### config.mk
export PLATFORM = sky130hd
export DESIGN_NAME = wbuffer_pp_flat
export DESIGN_NICKNAME = d
export VERILOG_FILES = /design/src/rtl/wbuffer_pp_if.sv /design/src/rtl/wbuffer_pp.sv /design/src/flat_wrapper.sv
export SDC_FILE = /design/constraint.sdc
export NUM_CORES = 1
export LEC_CHECK = 0
export CAP_MARGIN = 5
export CORE_MARGIN = 3
export CORE_UTILIZATION = 40
export DETAILED_ROUTE_END_ITERATION = 10
export SYNTH_ARGS = -nofsm -noshare
export SYNTH_HDL_FRONTEND = slang
export SYNTH_SLANG_ARGS = --single-unit
### constraint.sdc
create_clock -name CLK -period 3.7 [get_ports CLK]
set_input_delay 0.74 -clock CLK [delete_from_list [all_inputs] [get_ports CLK]]
set_output_delay 0.74 -clock CLK [all_outputs]
set_load 0.005 [all_outputs]
### src/rtl/wbuffer_pp_if.sv
// rtl/wbuffer_pp_if.sv - OutputStage/Output-Memory side bundle for the write-back buffer
interface wbuffer_pp_if #(
  parameter int DATA_W = 64,
  parameter int ADDR_W = 4,
  parameter int DEPTH  = 4,
  parameter int RW     = $clog2(DEPTH) + 1
);
  logic              ACC_ctrl;
  logic              CLR_DP;
  logic [RW-1:0]     ROW_TOTAL;
  logic [ADDR_W-1:0] ODST_om;
  logic              OMWrite_om;
  logic [DATA_W-1:0] DACC;
  logic              LOAD_DONE;
  logic              STORE_DONE;
  logic              INIT_DONE;
  logic              OVF_ERR;
  logic [ADDR_W-1:0] ODST_wb;
  logic              EN_wb;
  logic [DATA_W-1:0] WData_wb;

  modport master (
    output ACC_ctrl, CLR_DP, ROW_TOTAL, ODST_om, OMWrite_om, DACC,
    input  LOAD_DONE, STORE_DONE, INIT_DONE, OVF_ERR, ODST_wb, EN_wb, WData_wb
  );

  modport slave (
    input  ACC_ctrl, CLR_DP, ROW_TOTAL, ODST_om, OMWrite_om, DACC,
    output LOAD_DONE, STORE_DONE, INIT_DONE, OVF_ERR, ODST_wb, EN_wb, WData_wb
  );
endinterface

### src/rtl/wbuffer_pp.sv
// rtl/wbuffer_pp.sv - double-banked write-back buffer with zero-fill init and in-order drain
module wbuffer_pp #(
  parameter int DATA_W = 64,
  parameter int ADDR_W = 4,
  parameter int DEPTH  = 4,
  parameter int RW     = $clog2(DEPTH) + 1
) (
  input  logic        CLK,
  input  logic        RSTN,
  wbuffer_pp_if.slave bus
);
  localparam int IW = $clog2(DEPTH);
  localparam int EW = ADDR_W + DATA_W;

  typedef enum logic [1:0] {S_INIT, S_IDLE, S_READY, S_STORE} state_t;

  state_t            state_q, state_d;
  logic [EW-1:0]     mem_q [2][DEPTH];
  logic [RW-1:0]     wcnt_q [2];
  logic [RW-1:0]     wcnt_d [2];
  logic [1:0]        full_q, full_d;     // bank is FULL or DRAINING
  logic              fb_q, fb_d, db_q, db_d;
  logic [IW-1:0]     rcnt_q, rcnt_d;
  logic [ADDR_W-1:0] icnt_q, icnt_d;
  logic              acc_q, acc_d;
  logic              ovf_q, ovf_d;
  logic              init_done_q, init_done_d;
  logic              load_q, load_d;
  logic              store_q, store_d;
  logic              en_q, en_d;
  logic [ADDR_W-1:0] odst_q, odst_d;
  logic [DATA_W-1:0] wdata_q, wdata_d;
  logic [RW-1:0]     rt_eff;
  logic              cap, drop;

  // Out-of-range tile sizes fall back to a full bank
  always_comb begin
    rt_eff = bus.ROW_TOTAL;
    if (bus.ROW_TOTAL == '0 || bus.ROW_TOTAL > RW'(DEPTH)) rt_eff = RW'(DEPTH);
  end

  assign cap  = acc_q & bus.OMWrite_om & init_done_q & ~full_q[fb_q] & ~bus.CLR_DP;
  assign drop = acc_q & bus.OMWrite_om & init_done_q &  full_q[fb_q];

  // Row storage; contents are only meaningful below wcnt, so no reset needed
  always_ff @(posedge CLK) begin
    if (cap) mem_q[fb_q][wcnt_q[fb_q][IW-1:0]] <= {bus.ODST_om, bus.DACC};
  end

  // Fill side, drain FSM, and clear handling; pulses default low every cycle
  always_comb begin
    state_d     = state_q;
    wcnt_d[0]   = wcnt_q[0];
    wcnt_d[1]   = wcnt_q[1];
    full_d      = full_q;
    fb_d        = fb_q;
    db_d        = db_q;
    rcnt_d      = rcnt_q;
    icnt_d      = icnt_q;
    acc_d       = acc_q;
    ovf_d       = ovf_q;
    init_done_d = init_done_q;
    load_d      = 1'b0;
    store_d     = 1'b0;
    en_d        = 1'b0;
    odst_d      = odst_q;
    wdata_d     = wdata_q;

    if (cap) begin
      wcnt_d[fb_q] = wcnt_q[fb_q] + RW'(1);
      if (wcnt_q[fb_q] + RW'(1) == rt_eff) begin
        full_d[fb_q] = 1'b1;
        load_d       = 1'b1;
        fb_d         = ~fb_q;
      end
    end
    if (drop) ovf_d = 1'b1;

    case (state_q)
      S_INIT: begin
        en_d    = 1'b1;
        odst_d  = icnt_q;
        wdata_d = '0;
        icnt_d  = icnt_q + ADDR_W'(1);
        if (icnt_q == '1) begin
          init_done_d = 1'b1;
          state_d     = S_IDLE;
        end
      end
      S_IDLE: begin
        if (full_q[db_q]) begin
          state_d = S_READY;
          rcnt_d  = '0;
        end
      end
      default: begin
        // READY's edge already launches entry 0, so writes follow it back to back
        en_d              = 1'b1;
        {odst_d, wdata_d} = mem_q[db_q][rcnt_q];
        rcnt_d            = rcnt_q + IW'(1);
        state_d           = S_STORE;
        if (RW'(rcnt_q) == rt_eff - RW'(1)) begin
          store_d      = 1'b1;
          full_d[db_q] = 1'b0;
          wcnt_d[db_q] = '0;
          db_d         = ~db_q;
          state_d      = S_IDLE;
        end
      end
    endcase

    if (bus.CLR_DP)          acc_d = 1'b0;
    else if (bus.ACC_ctrl)   acc_d = 1'b1;
    else if (store_d && wcnt_q[fb_q] == '0) acc_d = 1'b0;

    // Datapath clear wins over everything except the zero-fill sequence
    if (bus.CLR_DP) begin
      full_d    = '0;
      fb_d      = 1'b0;
      db_d      = 1'b0;
      wcnt_d[0] = '0;
      wcnt_d[1] = '0;
      rcnt_d    = '0;
      ovf_d     = 1'b0;
      load_d    = 1'b0;
      store_d   = 1'b0;
      if (state_q != S_INIT) begin
        state_d = S_IDLE;
        en_d    = 1'b0;
        odst_d  = odst_q;
        wdata_d = wdata_q;
      end
    end
  end

  // State and registered outputs
  always_ff @(posedge CLK or negedge RSTN) begin
    if (!RSTN) begin
      state_q     <= S_INIT;
      wcnt_q[0]   <= '0;
      wcnt_q[1]   <= '0;
      full_q      <= '0;
      fb_q        <= 1'b0;
      db_q        <= 1'b0;
      rcnt_q      <= '0;
      icnt_q      <= '0;
      acc_q       <= 1'b0;
      ovf_q       <= 1'b0;
      init_done_q <= 1'b0;
      load_q      <= 1'b0;
      store_q     <= 1'b0;
      en_q        <= 1'b0;
      odst_q      <= '0;
      wdata_q     <= '0;
    end else begin
      state_q     <= state_d;
      wcnt_q[0]   <= wcnt_d[0];
      wcnt_q[1]   <= wcnt_d[1];
      full_q      <= full_d;
      fb_q        <= fb_d;
      db_q        <= db_d;
      rcnt_q      <= rcnt_d;
      icnt_q      <= icnt_d;
      acc_q       <= acc_d;
      ovf_q       <= ovf_d;
      init_done_q <= init_done_d;
      load_q      <= load_d;
      store_q     <= store_d;
      en_q        <= en_d;
      odst_q      <= odst_d;
      wdata_q     <= wdata_d;
    end
  end

  assign bus.LOAD_DONE  = load_q;
  assign bus.STORE_DONE = store_q;
  assign bus.INIT_DONE  = init_done_q;
  assign bus.OVF_ERR    = ovf_q;
  assign bus.ODST_wb    = odst_q;
  assign bus.EN_wb      = en_q;
  assign bus.WData_wb   = wdata_q;
endmodule

### src/flat_wrapper.sv
// flat-port wrapper written by rule: the top's interface ports become plain ports
module wbuffer_pp_flat 
#(
  parameter int DATA_W = 64,
  parameter int ADDR_W = 4,
  parameter int DEPTH  = 4,
  parameter int RW     = $clog2(DEPTH) + 1
)
  (CLK, RSTN, bus_ACC_ctrl, bus_CLR_DP, bus_ROW_TOTAL, bus_ODST_om, bus_OMWrite_om, bus_DACC, bus_LOAD_DONE, bus_STORE_DONE, bus_INIT_DONE, bus_OVF_ERR, bus_ODST_wb, bus_EN_wb, bus_WData_wb);
  wbuffer_pp_if #(.DATA_W(DATA_W), .ADDR_W(ADDR_W), .DEPTH(DEPTH), .RW(RW)) bus_i ();
  input  logic CLK;
  input  logic RSTN;
  input wire logic [$bits(bus_i.ACC_ctrl)-1:0] bus_ACC_ctrl;
  input wire logic [$bits(bus_i.CLR_DP)-1:0] bus_CLR_DP;
  input wire logic [$bits(bus_i.ROW_TOTAL)-1:0] bus_ROW_TOTAL;
  input wire logic [$bits(bus_i.ODST_om)-1:0] bus_ODST_om;
  input wire logic [$bits(bus_i.OMWrite_om)-1:0] bus_OMWrite_om;
  input wire logic [$bits(bus_i.DACC)-1:0] bus_DACC;
  output wire logic [$bits(bus_i.LOAD_DONE)-1:0] bus_LOAD_DONE;
  output wire logic [$bits(bus_i.STORE_DONE)-1:0] bus_STORE_DONE;
  output wire logic [$bits(bus_i.INIT_DONE)-1:0] bus_INIT_DONE;
  output wire logic [$bits(bus_i.OVF_ERR)-1:0] bus_OVF_ERR;
  output wire logic [$bits(bus_i.ODST_wb)-1:0] bus_ODST_wb;
  output wire logic [$bits(bus_i.EN_wb)-1:0] bus_EN_wb;
  output wire logic [$bits(bus_i.WData_wb)-1:0] bus_WData_wb;
  assign bus_i.ACC_ctrl = bus_ACC_ctrl;
  assign bus_i.CLR_DP = bus_CLR_DP;
  assign bus_i.ROW_TOTAL = bus_ROW_TOTAL;
  assign bus_i.ODST_om = bus_ODST_om;
  assign bus_i.OMWrite_om = bus_OMWrite_om;
  assign bus_i.DACC = bus_DACC;
  assign bus_LOAD_DONE = bus_i.LOAD_DONE;
  assign bus_STORE_DONE = bus_i.STORE_DONE;
  assign bus_INIT_DONE = bus_i.INIT_DONE;
  assign bus_OVF_ERR = bus_i.OVF_ERR;
  assign bus_ODST_wb = bus_i.ODST_wb;
  assign bus_EN_wb = bus_i.EN_wb;
  assign bus_WData_wb = bus_i.WData_wb;
  wbuffer_pp #(.DATA_W(DATA_W), .ADDR_W(ADDR_W), .DEPTH(DEPTH), .RW(RW)) u_core (.CLK(CLK), .RSTN(RSTN), .bus(bus_i));
endmodule
==> impl_metrics.ini <==
[layout]
layout_common_cells = edfxtp_1, clkdlybuf4s50_1, mux4_2
drive_gt1_share_pct = 20.3
fillerInstances = 4814
fin_util_pct = 48.8
nets = 1423
layout_commonest_cell = edfxtp_1
area_delta_synth_final_pct = 19.9

[synthesis]
syn_nets = 1237
ys_top_cells_by_area = edfxtp_1, mux4_2, dfrtp_1, mux2i_1, o21ai_1
avgSynthCellArea_um2 = 20.9
synthesis.area_um2 = 24200
synth_top_area_share_pct = 67.6
synth_seq_cells = 636
ys_seq_area_share_pct = 77.1
netlist_instances = 1154
async_flop_share_pct = 14.5
ys.flop_type = edfxtp_1
yosysWarnings = 0
synth_edf_count = 544
yosys.area.top_type = edfxtp_1
yosys.cell_types.count = 48

[timing]
setup_violations = 0
rsz0062_at_grt = false
slew_headroom_pct = 37.3
maxSlewViolCount = 0
finClkSkew_ns = 0.0232
tightest_slew_ns = 0.940
layout_setup_ws_ns = 0.968
tns_ns = 0
finalHoldViolations = 0
period_needed_ns = 2.73
hold-worst-slack_ns = 0.183
max_freq_mhz = 366
period_share_pct = 73.8

[critical_path]
crit_chain = clkdlybuf4s50_1, or2_2, ha_1, and2b_1, inv_1, ha_1, xnor2_1, nor3_1, and2_1, a211oi_1
crit_slowest_cell = clkdlybuf4s50_1
cp-start-kind = input port
worstPathRequired_ns = 4.12
end_kind = flip-flop
critPathKind = in -> reg
arrival_ns = 3.15
crit_fanout = 6
r2r_setup_slack_ns = 1.37
slowest_delay_ns = 0.41
critPathMostFrequentCell = ha_1

[clock_network]
clkSlewWorstSetupHoldPaths_ns = 0.06
clockBufferDepth = 3
cts_tree = yes
holdBufCountCts = 0
clock_latency_ns = 0.60
h-tree-depth = 3
cts_resized = 0
cts_made_buffers = 66
cts_root_buf = clkbuf_16
cts_sinks = 636
cts_setup_buffers = 0

[route]
dr.pass1.iters = 5
dr_wl_met3_um = 2050
ant_nets = 0
drcViolationCount = 0
met2WireLength_um = 25600
vias = 11380
wl_per_cell_um = 23.4
via_per_inst = 5.25
dr.first_iter.drc_count = 826
drt-total-wl_um = 50600
wl_met1_um = 22100
maxUsedRoutingLayer = met5

[power_and_ir_drop]
powerDensity_nw_per_um2 = 517
p_leak_uw = 0.00925
ir_drop_uv = 337

[floorplan]
die_height_um = 252
core_um2 = 59400
die_w_um = 252
rows = 89
io_pins = 149
initial_core_util_pct = 40.7
die-area_um2 = 63400

[place]
dp_hpwl_um = 28900
place_ws_ns = 0.388
gp_congestion = 0.743
portBuffers = 148

[run_status]
status = finished clean

[grt]
grt_usage_pct = 16.2
grt_pass1_wl_um = 76700
grt_pass1_vias = 12088
gr-total-overflow = 0
grt_max_degree = 69
antenna_found_initial = 4

[worst_hold_path]
min_path_type = in -> async

[job]
max_cap_violations = 0
==> metal layers <==
metal | track usage (%) | vias up
met1 | 21.7 | 6073
met4 | 4.32 | 6
met3 | 3.32 | 64
met5 | 0 | -
met2 | 27.2 | 195
li1 | - | 5042
==> cells by family (layout without fill, tap and decap cells) <==
kind of cell / Yosys count / in the layout / share of synthesized area, %
multiplexers: 212 / 212 / 15.6
AND/OR/NAND/NOR: 118 / 118 / 2.23
other: 0 / 1 / 0
buffers and inverters: 68 / 308 / 1.79
adder cells (fa/ha/maj): 7 / 7 / 0.362
XOR/XNOR: 14 / 14 / 0.539
AO/OA/AOI/OAI: 99 / 99 / 2.34
flip-flops: 636 / 636 / 77.1
==> through the flow <==
step	std cells	instance area [um2]	total power, uW
6_report	2168	29000	15000
5_1_grt	2167	29000	15500
4_1_cts	2167	29000	15200
3_5_place_dp	2045	26800	8500
3_3_place_gp	2045	26800	8490
2_1_floorplan	1154	24200	8180
==> Yosys cell counts (4+ instances only) <==
master and number:
edfxtp_1 544, mux4_2 130, dfrtp_1 92, mux2i_1 75, nand2_1 72, o21ai_1 69, buf_2 22, buf_6 15
clkbuf_1 11, nor2_1 10, and3_1 9, buf_4 9, xnor2_1 9, inv_1 8, a211oi_1 7, ha_1 7
nor2b_1 6, a21oi_1 4, mux2_1 4, o21ai_0 4, xor2_1 4
==> report_power, final <==
| part | internal [uW] | switching (uW) | leakage (uW) |
|---|---|---|---|
| clock network | 3960 | 2690 | 0.00108 |
| registers | 7840 | 53.6 | 0.00615 |
| logic | 191 | 249 | 0.00202 |
==> path summary, 6_finish.rpt <==
check,cells past startpoint,to,from
worst max-delay path,10,u_core.wcnt_q[2],bus_ROW_TOTAL[0]
worst min-delay path,1,u_core.bus.WData_wb[10],RSTN
worst max register to register,7,u_core.full_q[1],u_core.fb_q
worst min register to register,2,u_core.bus.WData_wb[60],u_core.bus.WData_wb[60]
max in group asynchronous,2,u_core.bus.WData_wb[43],RSTN
min in group CLK,2,u_core.bus.WData_wb[60],u_core.bus.WData_wb[60]
==> state kept, by name (all words and copies together), names as in the netlist, 2 cells and up <==
register	flops
u_core.bus.ODST_wb	4
u_core.state_q	2
u_core.bus.WData_wb	64
u_core.full_q	2
u_core.wcnt_q	6
u_core.mem_q	544
u_core.rcnt_q	2
u_core.icnt_q	4
==> critical path: cells and delay by family <==
kind / cells / cell delay [ns]
AND/OR/NAND/NOR: 4 / 1.10
adder cells (fa/ha/maj): 2 / 0.58
buffers and inverters: 2 / 0.47
XOR/XNOR: 1 / 0.12
AO/OA/AOI/OAI: 1 / 0.12
==> area by class of cell <==
cell class	instances	area, um2	share of cell area [%]
antenna	1	2.50	0.00864
clock buffer	92	1890	6.53
clock inverter	30	329	1.14
inverter	9	33.8	0.117
multi-input combinational	450	5140	17.8
sequential	636	18600	64.4
tap	773	967	3.34
timing repair buffer	177	1960	6.76
No activity file was read; power rests on OpenSTA's default activity.
